`config.mk`:
```
export PLATFORM = sky130hd
export DESIGN_NAME = instruction_fetch_unit
export DESIGN_NICKNAME = d
export VERILOG_FILES = /design/src/rtl/instruction_fetch_unit.sv
export SDC_FILE = /design/constraint.sdc
export NUM_CORES = 1
export LEC_CHECK = 0
export CORE_AREA = 2 2 89 91
export CTS_CLUSTER_SIZE = 20
export DETAILED_ROUTE_END_ITERATION = 16
export DIE_AREA = 0 0 91 93
export GPL_ROUTABILITY_DRIVEN = 0
export PLACE_DENSITY = 0.81
export SLEW_MARGIN = 40
export SYNTH_ARGS = -nofsm -noshare
export SYNTH_HDL_FRONTEND = slang
export SYNTH_SLANG_ARGS = --single-unit
```
`constraint.sdc`:
```
create_clock -name clock -period 7.1 [get_ports clock]
set_clock_uncertainty 0.2 [all_clocks]
set_input_delay 1.42 -clock clock [delete_from_list [all_inputs] [get_ports clock]]
set_output_delay 1.42 -clock clock [all_outputs]
set_load 0.01 [all_outputs]
```
`src/rtl/instruction_fetch_unit.sv`:
```
// instruction_fetch_unit
// Program counter and fetch stage between a 1-cycle-latency synchronous
// instruction memory and the decode stage. Pairs each returned word with
// its PC, holds the output across decode stalls and inserts a single
// bubble on a redirect (branch/jump).
//
// Ports:
//   clock           - single clock, rising edge
//   reset           - asynchronous, active-high
//   stall           - decode cannot accept this cycle
//   redirect_valid  - load redirect_addr as the next fetch PC
//   redirect_addr   - redirect target word address
//   Instruction_in  - registered read data from instruction memory
//   Adress          - fetch address to instruction memory (straight from a flop)
//   Instruction_out - instruction to decode, 0 when not valid
//   pc_out          - word address of Instruction_out
//   valid           - Instruction_out/pc_out are meaningful
//   fetch_count     - instructions accepted by decode, saturating
module instruction_fetch_unit #(
    parameter int unsigned ADDR_WIDTH  = 10,
    parameter int unsigned INSTR_WIDTH = 32,
    parameter logic [ADDR_WIDTH-1:0] RESET_PC = '0,
    parameter int unsigned COUNT_WIDTH = 16
) (
    input  logic                   clock,
    input  logic                   reset,
    input  logic                   stall,
    input  logic                   redirect_valid,
    input  logic [ADDR_WIDTH-1:0]  redirect_addr,
    input  logic [INSTR_WIDTH-1:0] Instruction_in,
    output logic [ADDR_WIDTH-1:0]  Adress,
    output logic [INSTR_WIDTH-1:0] Instruction_out,
    output logic [ADDR_WIDTH-1:0]  pc_out,
    output logic                   valid,
    output logic [COUNT_WIDTH-1:0] fetch_count
);

    logic [ADDR_WIDTH-1:0]  fetch_pc_q,    fetch_pc_d;
    logic [ADDR_WIDTH-1:0]  out_pc_q,      out_pc_d;
    logic                   out_valid_q,   out_valid_d;
    logic                   hold_valid_q,  hold_valid_d;
    logic [INSTR_WIDTH-1:0] hold_instr_q,  hold_instr_d;
    logic [COUNT_WIDTH-1:0] fetch_count_q, fetch_count_d;

    always_comb begin
        fetch_pc_d    = fetch_pc_q;
        out_pc_d      = out_pc_q;
        out_valid_d   = out_valid_q;
        hold_valid_d  = hold_valid_q;
        hold_instr_d  = hold_instr_q;
        fetch_count_d = fetch_count_q;

        if (redirect_valid) begin
            // Redirect beats stall: any held word is stale and is dropped.
            fetch_pc_d   = redirect_addr;
            out_valid_d  = 1'b0;
            hold_valid_d = 1'b0;
        end else if (stall && out_valid_q) begin
            // The memory keeps reading fetch_pc (one ahead of out_pc), so
            // the word for out_pc is only on Instruction_in during the first
            // stalled cycle; capture it then.
            if (!hold_valid_q) begin
                hold_instr_d = Instruction_in;
                hold_valid_d = 1'b1;
            end
        end else begin
            out_pc_d     = fetch_pc_q;
            out_valid_d  = 1'b1;
            fetch_pc_d   = fetch_pc_q + 1'b1;
            hold_valid_d = 1'b0;
        end

        if (out_valid_q && !stall && !redirect_valid && (fetch_count_q != '1)) begin
            fetch_count_d = fetch_count_q + 1'b1;
        end
    end

    always_ff @(posedge clock or posedge reset) begin
        if (reset) begin
            fetch_pc_q    <= RESET_PC;
            out_pc_q      <= '0;
            out_valid_q   <= 1'b0;
            hold_valid_q  <= 1'b0;
            hold_instr_q  <= '0;
            fetch_count_q <= '0;
        end else begin
            fetch_pc_q    <= fetch_pc_d;
            out_pc_q      <= out_pc_d;
            out_valid_q   <= out_valid_d;
            hold_valid_q  <= hold_valid_d;
            hold_instr_q  <= hold_instr_d;
            fetch_count_q <= fetch_count_d;
        end
    end

    assign Adress          = fetch_pc_q;
    assign pc_out          = out_pc_q;
    assign valid           = out_valid_q;
    assign fetch_count     = fetch_count_q;
    assign Instruction_out = !out_valid_q ? '0 :
                             (hold_valid_q ? hold_instr_q : Instruction_in);

endmodule

```
==> results.tsv, run 1 <==
metric	value	unit
status	finished, final reports clean	
worstSetupPathType	in -> out	
synth-seq-cells	70	
rsz0062_at_grt	false	
h-tree-depth	3	
min_path_type	reg -> reg	
end_kind	primary output	
fp.dieW	91	um
die_y	93	um
period_needed	4.345	ns
root_buffer	clkbuf_8	
syn_nets	349	
ir_worst_vdd	0.2142	mV
portBuffers	114	
ys.flop_type	dfrtp_1	
drt_wl_total	7854	um
clock_latency	0.33	ns
die-area	8463	um^2
numClockSinks	70	
vias	2668	
core	7527	um^2
ys_warn_count	0	
fmax	0.2301	GHz
clkTransAtPathRegs	0.07	ns
slew_headroom	49.00	%
startpoint_type	input port	
final-hold-violation-count	0	
worst_ep_required_time	5.48	ns
via_per_inst	5.141	
p_per_area	221.0	nW/um^2
arrival	2.73	ns
clock_path_buffers	2	
grtUsageTotal	19.37	%
slew_viol_final	0	
fin_crit_sh	61.20	%
p_leak	2.007	nW
overflow	0	
io_pins	115	
ctsHoldBuffers	0	
seq_area_frac_synth	49.21	%
post-cts-setup-buffers	0	
floorplan.initialDensity	47.29	%
ys_types	40	
syn_to_final_growth	40.88	%
nNetsFinal	460	
drc_errors	0	
dr.pass1.iters	4	
drive_gt1_share	8.873	%
wire_per_inst	15.13	um
antenna_left	0	
postSynthAreaPerCell	11.83	um^2
path_max_fanout	2	
dpl.hpwl	5544	um
tns	0	ns
grt_pass1_vias	2685	
cts_tree	built	
setup_viol	0	
antenna_found_initial	0	
async_flop_share	100.0	%
synthCells	301	
maxCapViolCount	0	
grt_pass1_wl	13080	um
rows	32	
cts_resized	0	
numCtsBuffers	9	
fillers	631	
synth_edf_count	0	
whs	0.2882	ns
syn_area	3560	um^2
insertedDiodeCount	0	
drt_iter0_markers	52	
grt_max_degree	71	
tightest_slew	0.7626	ns
[synthesized netlist by cell type, types with 2 or more instances]
library cell / number / area [um^2]
clkbuf_1: 8 / 30.03
and2_1: 2 / 12.51
mux2_2: 6 / 67.56
mux2_1: 38 / 427.9
xor2_1: 14 / 122.6
inv_1: 3 / 11.26
nor2b_1: 33 / 206.5
nand4_1: 10 / 62.56
ha_1: 2 / 25.02
nand2_1: 16 / 60.06
o21ai_1: 10 / 50.05
dfrtp_1: 70 / 1752
xnor2_1: 7 / 61.31
nor2_1: 4 / 15.01
buf_2: 4 / 20.02
mux2i_1: 33 / 330.3
nor3b_1: 2 / 15.01
buf_1: 3 / 11.26
nor3_1: 5 / 25.02
and3_1: 3 / 18.77
a21oi_1: 3 / 15.01
nor4_2: 4 / 50.05
nand3_1: 4 / 20.02
[worst max-delay path, stage by stage]
cell	delay [ns]
clkdlybuf4s50_1	0.49
mux2i_1	0.10
nor2b_1	0.15
clkdlybuf4s50_1	0.56
[where the power goes]
part           total [W]  internal [W]  switching [W]
clock network   0.000326      0.000181       0.000145
logic           0.000254      0.000158      0.0000961
registers       0.000528      0.000467      0.0000606
total            0.00111      0.000806       0.000302
[sequential cells by signal (all words and copies together), names as in the netlist]
signal        cells
Adress           10
fetch_count      16
hold_instr_q     32
hold_valid_q      1
pc_out           10
valid             1
[logic make-up after synthesis]
family	share of synthesized area (%)
AO/OA/AOI/OAI	3.023
XOR/XNOR	5.167
adder cells (fa/ha/maj)	0.7029
buffers and inverters	2.671
flip-flops	49.21
multiplexers	23.20
AND/OR/NAND/NOR	16.03
[final cells by class]
class | instances | area [um^2] | area share, %
flip-flops and latches | 70 | 1757 | 35.03
well taps | 102 | 127.6 | 2.545
clock inverters | 5 | 57.56 | 1.148
multi-input cells | 210 | 1724 | 34.38
clock buffers | 11 | 151.4 | 3.019
inverters | 4 | 15.01 | 0.2994
repair buffers | 117 | 1182 | 23.58
[metrics by stage]
| step | cells | worst slack (ns) | cell area, um^2 | total power [W] | util (%) |
|---|---|---|---|---|---|
| 5_1_grt | 519 | 2.728 | 5015 | 0.001173 | 66.62 |
| 6_report | 519 | 2.755 | 5015 | 0.001108 | 66.62 |
| 3_5_place_dp | 503 | 2.775 | 4806 | 0.0007932 | 63.85 |
| 3_3_place_gp | 501 | 2.748 | 4765 | 0.0007793 | 63.30 |
| 4_1_cts | 519 | 2.762 | 5015 | 0.001124 | 66.62 |
| 2_1_floorplan | 301 | 3.712 | 3560 | 0.0006448 | - |
[cells in the final DEF, fill, tap and decap left out, types with 2 or more instances in the layout]
cell type / count
clkinvlp_4: 3
nand3_1: 4
o21ai_1: 10
nor3_1: 5
inv_1: 2
clkbuf_8: 11
inv_2: 2
nand4_1: 10
nor2_1: 4
and2_1: 2
nand2_1: 16
mux2_1: 38
mux2_2: 6
mux2i_1: 33
nor3b_1: 2
buf_8: 2
a21oi_1: 2
xor2_1: 14
xnor2_1: 7
dfrtp_1: 68
and3_1: 3
nor4_2: 4
clkdlybuf4s50_1: 114
nor2b_1: 32
ha_1: 2
[layer usage]
layer / part of all wire [%] / up-vias / wire (um) / GRT usage [%]
met4: 1.6 / 0 / 122 / 7.071
met3: 5.2 / 9 / 406 / 4.271
met1: 46 / 1305 / 3596 / 25.96
met2: 47 / 76 / 3729 / 31.17
met5: 0 / - / 0 / 0
li1: - / 1278 / - / -
[path summary, 6_finish.rpt]
path / to / startpoint / slack (ns) / cells past startpoint
max: Instruction_out[18] / Instruction_in[18] / 2.75 / 4
min: hold_instr_q[10] / hold_instr_q[10] / 0.29 / 1
max reg2reg: fetch_count[14] / valid / 4.64 / 4
min reg2reg: hold_instr_q[10] / hold_instr_q[10] / 0.29 / 1
max in group asynchronous: hold_valid_q / reset / 4.85 / 3
min in group asynchronous: hold_instr_q[7] / reset / 1.35 / 3
(Power assumes the default switching activity.)
==> run 2, diff against run 1 <==
CORE_AREA = 2 2 96 98   (was 2 2 89 91)
DIE_AREA = 0 0 98 100   (was 0 0 91 93)
PLACE_DENSITY = 0.74   (was 0.81)
clock period = 3.77 ns   (was 7.1 ns; I/O delays follow)
==> run 2 against run 1 <==
Compared with the run above: combinational power rose by 90%; final cell count rose by 2.1%; via count fell by 0.79%; design area rose by 1.1%; global-route usage fell by 3.5 points; largest power group unchanged; first-iteration DRC count rose by 3.8%; sequential power rose by 87%; sequential share of layout area fell by 0.42 points; clock power rose by 130%.
==> results.tsv, run 2 (synthesized netlist as in run 1, its figures left out) <==
metric	value	unit
status	finished, final reports clean	
portBuffers	114	
hold_end	hold_instr_q[13]	
maxCapViolCount	0	
nNetsFinal	462	
arrival	2.06	ns
grt_max_degree	39	
placed_cells	514	
final_cell_mix	clkdlybuf4s50_1, dfrtp_1, mux2_1	
grt_pass1_vias	2751	
rows	35	
cts_resized	0	
final-hold-violation-count	0	
clock_path_buffers	2	
instances_no_fill	530	
antenna_left	0	
r2r-end	fetch_count[14]	
slew_headroom	54.60	%
r2r_slack	1.34	ns
numClockSinks	70	
r2r_start	valid	
regMostFlops	hold_instr_q	
die_y	100	um
clock_latency	0.34	ns
tightest_slew	0.6754	ns
min_path_type	reg -> reg	
ir_worst_vdd	0.3074	mV
ctsHoldBuffers	0	
io_pins	115	
root_buffer	clkbuf_8	
via_per_inst	4.994	
overflow	0	
grt_pass1_wl	12710	um
fin_util	57.02	%
worstSetupPathType	reg -> out	
min-delay-start	hold_instr_q[13]	
path_max_fanout	32	
antenna_found_initial	0	
fin_crit_sh	79.92	%
startpoint_type	flip-flop	
wire_per_inst	14.33	um
end_kind	primary output	
fp.dieW	98	um
core	8890	um^2
setup_viol	0	
grtUsageTotal	15.85	%
drt_wl_total	7595	um
drc_errors	0	
h-tree-depth	3	
fmax	0.3319	GHz
layout_commonest_cell	clkdlybuf4s50_1	
numCtsBuffers	9	
insertedDiodeCount	0	
drt_iter0_markers	54	
period_needed	3.013	ns
drive_gt1_share	8.831	%
syn_to_final_growth	42.39	%
p_per_area	436.0	nW/um^2
worst_ep_required_time	2.82	ns
floorplan.initialDensity	40.04	%
tns	0	ns
p_leak	2.038	nW
cts_tree	built	
vias	2647	
clkTransAtPathRegs	0.07	ns
dpl.hpwl	5286	um
slew_viol_final	0	
post-cts-setup-buffers	0	
largest_reg_flops	32	
dr.pass1.iters	6	
die-area	9800	um^2
rsz0062_at_grt	false	
worstRegToRegCells	4	
worstHoldPathCells	1	
==> run 2: cell type report <==
cell class / count / area [um^2]
clock buffer: 11 / 141.4
clock inverter: 5 / 106.4
fill: 761 / 3821
inverter: 4 / 16.27
multi-input combinational: 210 / 1720
sequential: 70 / 1754
tap: 111 / 138.9
timing repair buffer: 119 / 1191
==> run 2: worst max path at each step <==
stage | startpoint | endpoint | slack [ns] | depth (start not counted)
2_1_floorplan | reset | Adress[0] | 1.05 | 1
3_3_place_gp | Instruction_in[21] | Instruction_out[21] | 0.80 | 4
3_5_place_dp | Instruction_in[21] | Instruction_out[21] | 0.79 | 4
4_1_cts | hold_valid_q | Instruction_out[12] | 0.72 | 4
5_1_grt | hold_valid_q | Instruction_out[4] | 0.62 | 4
6_report | hold_valid_q | Instruction_out[29] | 0.76 | 4
==> run 2: worst max-delay path: stages, from the launching register on <==
cell	delay, ns
dfrtp_2	0.38
buf_4	0.48
mux2i_1	0.15
nor2b_1	0.15
clkdlybuf4s50_1	0.56
==> run 2: power by group <==
part	leakage, nW	internal, W	total (W)	switching, W
logic	1.06	0.000299	0.000483	0.000184
clock network	0.120	0.000459	0.000739	0.000280
registers	0.855	0.000880	0.000988	0.000108
total	2.04	0.00164	0.00221	0.000572
==> run 2: routing by layer <==
| metal | vias to the layer above | part of all wire [%] | global-route usage (%) |
|---|---|---|---|
| li1 | 1283 | - | - |
| met1 | 1282 | 46 | 20.15 |
| met2 | 74 | 48 | 26.87 |
| met3 | 8 | 5.0 | 3.273 |
| met4 | 0 | 1.1 | 5.876 |
| met5 | - | 0 | 0 |
==> run 2: through the flow <==
stage	hold WS (ns)	cell area [um^2]	setup WS, ns	total power (W)
after global placement	0.2666	4818	0.7960	0.001473
after floorplan	0.2578	3560	1.048	0.001214
after CTS	0.2919	5067	0.7228	0.002241
final	0.2850	5069	0.7570	0.002210
after global routing	0.3001	5069	0.6152	0.002324
after detailed placement	0.2747	4820	0.7937	0.001493
==> patch 1 (settings of run 1) <==
Set the parameter `INSTR_WIDTH` to 48 (it was 32).
--- a/src/rtl/instruction_fetch_unit.sv
+++ b/src/rtl/instruction_fetch_unit.sv
@@ -20,3 +20,3 @@
     parameter int unsigned ADDR_WIDTH  = 10,
-    parameter int unsigned INSTR_WIDTH = 32,
+    parameter int unsigned INSTR_WIDTH = 48,
     parameter logic [ADDR_WIDTH-1:0] RESET_PC = '0,
Interface: changed (resized Instruction_in and Instruction_out); port bits go from 115 to 147. No check against the original RTL was run, so the function may have changed too.
==> patch 1 against run 1 <==
- worst hold slack better by 20 ps
- sequential cell count increased by 16
- utilization up 16 points
- highest routed layer unchanged
- power grew 27%
- synthesized area up 24%
- first-iteration DRC count is 130% higher
- setup slack lost 24 ps
- wire length rose by 33%
- critical endpoint is now Instruction_out[42]
- cell area grew 24%
- synthesized cell count up 23%
- largest power group unchanged
==> patch 1: results <==
[detailed_routing]
met1_length_mm = 4.63
wl_met3_um = 622
drtIter0Drc = 119
vias_per_cell = 5.40
wl_mm = 10.4
met2_length_mm = 5.13

[timing]
fin_hold_ws_ps = 309
finalWorstSetupSlack_ps = 2730
slew_headroom = 0.490
max_freq_mhz = 229

[finish]
clk_share = 0.0399
nFillCells = 477
largest_register_ffs = 48
drive_gt1_frac = 0.171
layout.nets = 574
seqCellArea_mm2 = 0.00215
n_all_inverters = 2
num-nonclk-buffers = 150
multi_input_comb_cells = 261

[global_route]
grt_pass1_wl_mm = 17.0
grt_max_degree = 61
grtUsageMet1 = 0.345
grt_use_met3 = 0.0508

[power_and_ir_drop]
power.leakage_uw = 0.00249
power.internal_uw = 1030

[placed_design]
numPortBuffers = 146
dp_cells = 601
place_ws_ps = 2750
hpwlAfterDp_mm = 7.21
dpl_cell_area_mm2 = 0.00596

[logic_synthesis]
ys_ff_latch = 86
synth_fp_nets = 433
synth_area_leaders = "dfrtp_1 (49%), mux2_2 (15%), mux2i_1 (11%)"
synth_cell_types = 34
syn_inst = 369
synth_common_cells = "dfrtp_1 (86), mux2_2 (58), mux2i_1 (49)"

[critical_path]
cp-endpoint = "Instruction_out[42]"
arrival_ps = 2750
worst_r2r_endpoint = "hold_instr_q[43]"
crit_start = "Instruction_in[42]"
timing.reg2reg.setup_slack_ps = 4760
reg2reg_from = "valid"

[min_path]
hold_path_startpoint = "pc_out[4]"
worstHoldPathType = "reg2reg"

[outcome]
outcome = "completed"
[patch 1: cell types whose count changed after synthesis, sizes merged, moves of 2 or more]
cell	delta
nand4	+2
a21oi	+2
mux2	+16
o21ai	+2
dfrtp	+16
nor4	-4
mux2i	+16
nor2b	+15
clkbuf	+3
and4	+2
inv	-2
nand3	+4
[patch 1: power by group through the flow]
stage          Sequential [uW]  Clock (uW)  Combinational, uW
6_report                   644         418                343
5_1_grt                    658         445                371
4_1_cts                    645         426                346
2_1_floorplan              652           0                165
3_3_place_gp               647           0                334
3_5_place_dp               653           0                342
[patch 1: cells by family after synthesis]
group / share of synthesized area
XOR/XNOR: 0.0396
flip-flops: 0.487
buffers and inverters: 0.0212
AND/OR/NAND/NOR: 0.162
adder cells (fa/ha/maj): 0.00566
AO/OA/AOI/OAI: 0.0207
multiplexers: 0.264
[patch 1: worst max-delay path, cell delays in order]
cell and delay, ps:
clkdlybuf4s50_1 530, mux2i_1 100, nor2b_1 130, clkdlybuf4s50_1 570
==> patch 2 (settings of run 1) <==
Without the edit above. Put one more register stage on the output `fetch_count`, without a reset. The value now appears one clock later. The other outputs are not delayed to match.
--- a/src/rtl/instruction_fetch_unit.sv
+++ b/src/rtl/instruction_fetch_unit.sv
@@ -98,3 +98,5 @@
     assign valid           = out_valid_q;
-    assign fetch_count     = fetch_count_q;
+    always_ff @(posedge clock) begin
+        fetch_count <= fetch_count_q;
+    end
     assign Instruction_out = !out_valid_q ? '0 :
Behaviour: not the same (a bounded check fails within 4 cycles, from zero or initial values and one cycle with reset high).
==> patch 2 against run 1 <==
- via count is 2.8% higher
- wire length is 1.6% higher
- critical path type unchanged
- power is 17% higher
- cell count is 3.1% higher
- synthesized area is 9.6% higher
- cell area is 6.3% higher
- synthesized cell count is 4.7% higher
- clock power is 19% higher
- sequential power is 20% higher
- count of clock-buffer cells in the layout is 2 lower
- setup slack worse by 20 ps
- sequential cell count is 16 higher
==> patch 2: results <==
[logic_synthesis]
seq_area_frac_synth = 0.531
synthAdderAreaFrac = 0.00642
async_flop_share = 0.814
muxShareOfSynthArea = 0.216
synth-xor-area-share = 0.0472
synth_area_per_cell_um2 = 12.4
synth_area_leaders = "dfrtp_1 (45%), mux2_2 (12%), mux2i_1 (8.5%)"

[placed_design]
dp_cells = 519
numPortBuffers = 114
hpwlAfterDp_mm = 5.40
dpl_cell_area_mm2 = 0.00510
place_ws_ps = 2720

[finish]
layout.nets = 476
layout.cells.non_filler = 535
drive_gt1_frac = 0.173
nFillCells = 564

[power_and_ir_drop]
ir_drop_uv = 191
swShare = 0.271
power.total_uw = 1290
power.leakage_uw = 0.00218

[detailed_routing]
met2_length_mm = 3.88
wl_mm = 7.98
vias_per_cell = 5.13
met1_length_mm = 3.61
drtIter0Drc = 101

[clock_tree]
path_clk_slew_ps = 90

[min_path]
holdPathStages = 0
hold_path_startpoint = "fetch_count_q[1]"
whs_endpoint = "fetch_count[1]"

[global_route]
grtUsageMet2 = 0.318
grtUsageMet1 = 0.259
grt_pass1_wl_mm = 13.3
grt_pass1_vias = 2708
grt_use_met3 = 0.0492
grtUsageTotal = 0.196

[critical_path]
worst_r2r_endpoint = "hold_instr_q[22]"
arrival_ps = 2740
cp-endpoint = "Instruction_out[12]"
timing.reg2reg.setup_slack_ps = 4760
crit_start = "Instruction_in[12]"

[timing]
slew_headroom = 0.572
finalCritPeriodShare = 0.615
fin_hold_ws_ps = 248

[outcome]
outcome = "completed"
==> patch 2: changes by cell type in the layout (fill, tap and decap cells not counted), moves of 10 or more <==
cell     delta
o21ai_1    -10
mux2_1     -36
mux2_2     +36
dfxtp_1    +16
o21ai_0    +10
==> patch 2: power by group through the flow <==
stage	Sequential (uW)	Combinational, uW	Clock [uW]
final	635	269	389
after global routing	649	291	417
after CTS	636	273	399
after detailed placement	646	272	0
after global placement	640	266	0
after floorplan	642	130	0
==> patch 2: cell type report <==
type / count / area, um2 / share of cell area
flip-flops and latches: 86 / 2080 / 0.390
clock inverters: 7 / 103 / 0.0192
repair buffers: 116 / 1150 / 0.217
inverters: 3 / 11.3 / 0.00211
clock buffers: 9 / 124 / 0.0232
multi-input cells: 212 / 1730 / 0.325
well taps: 102 / 128 / 0.0239
==> patch 2: worst register-to-register path, delay by kind of cell, from the launching register on <==
kind | cells | cell delay [ps]
AND/OR/NAND/NOR | 2 | 490
flip-flops | 1 | 750
buffers and inverters | 1 | 400
multiplexers | 1 | 400
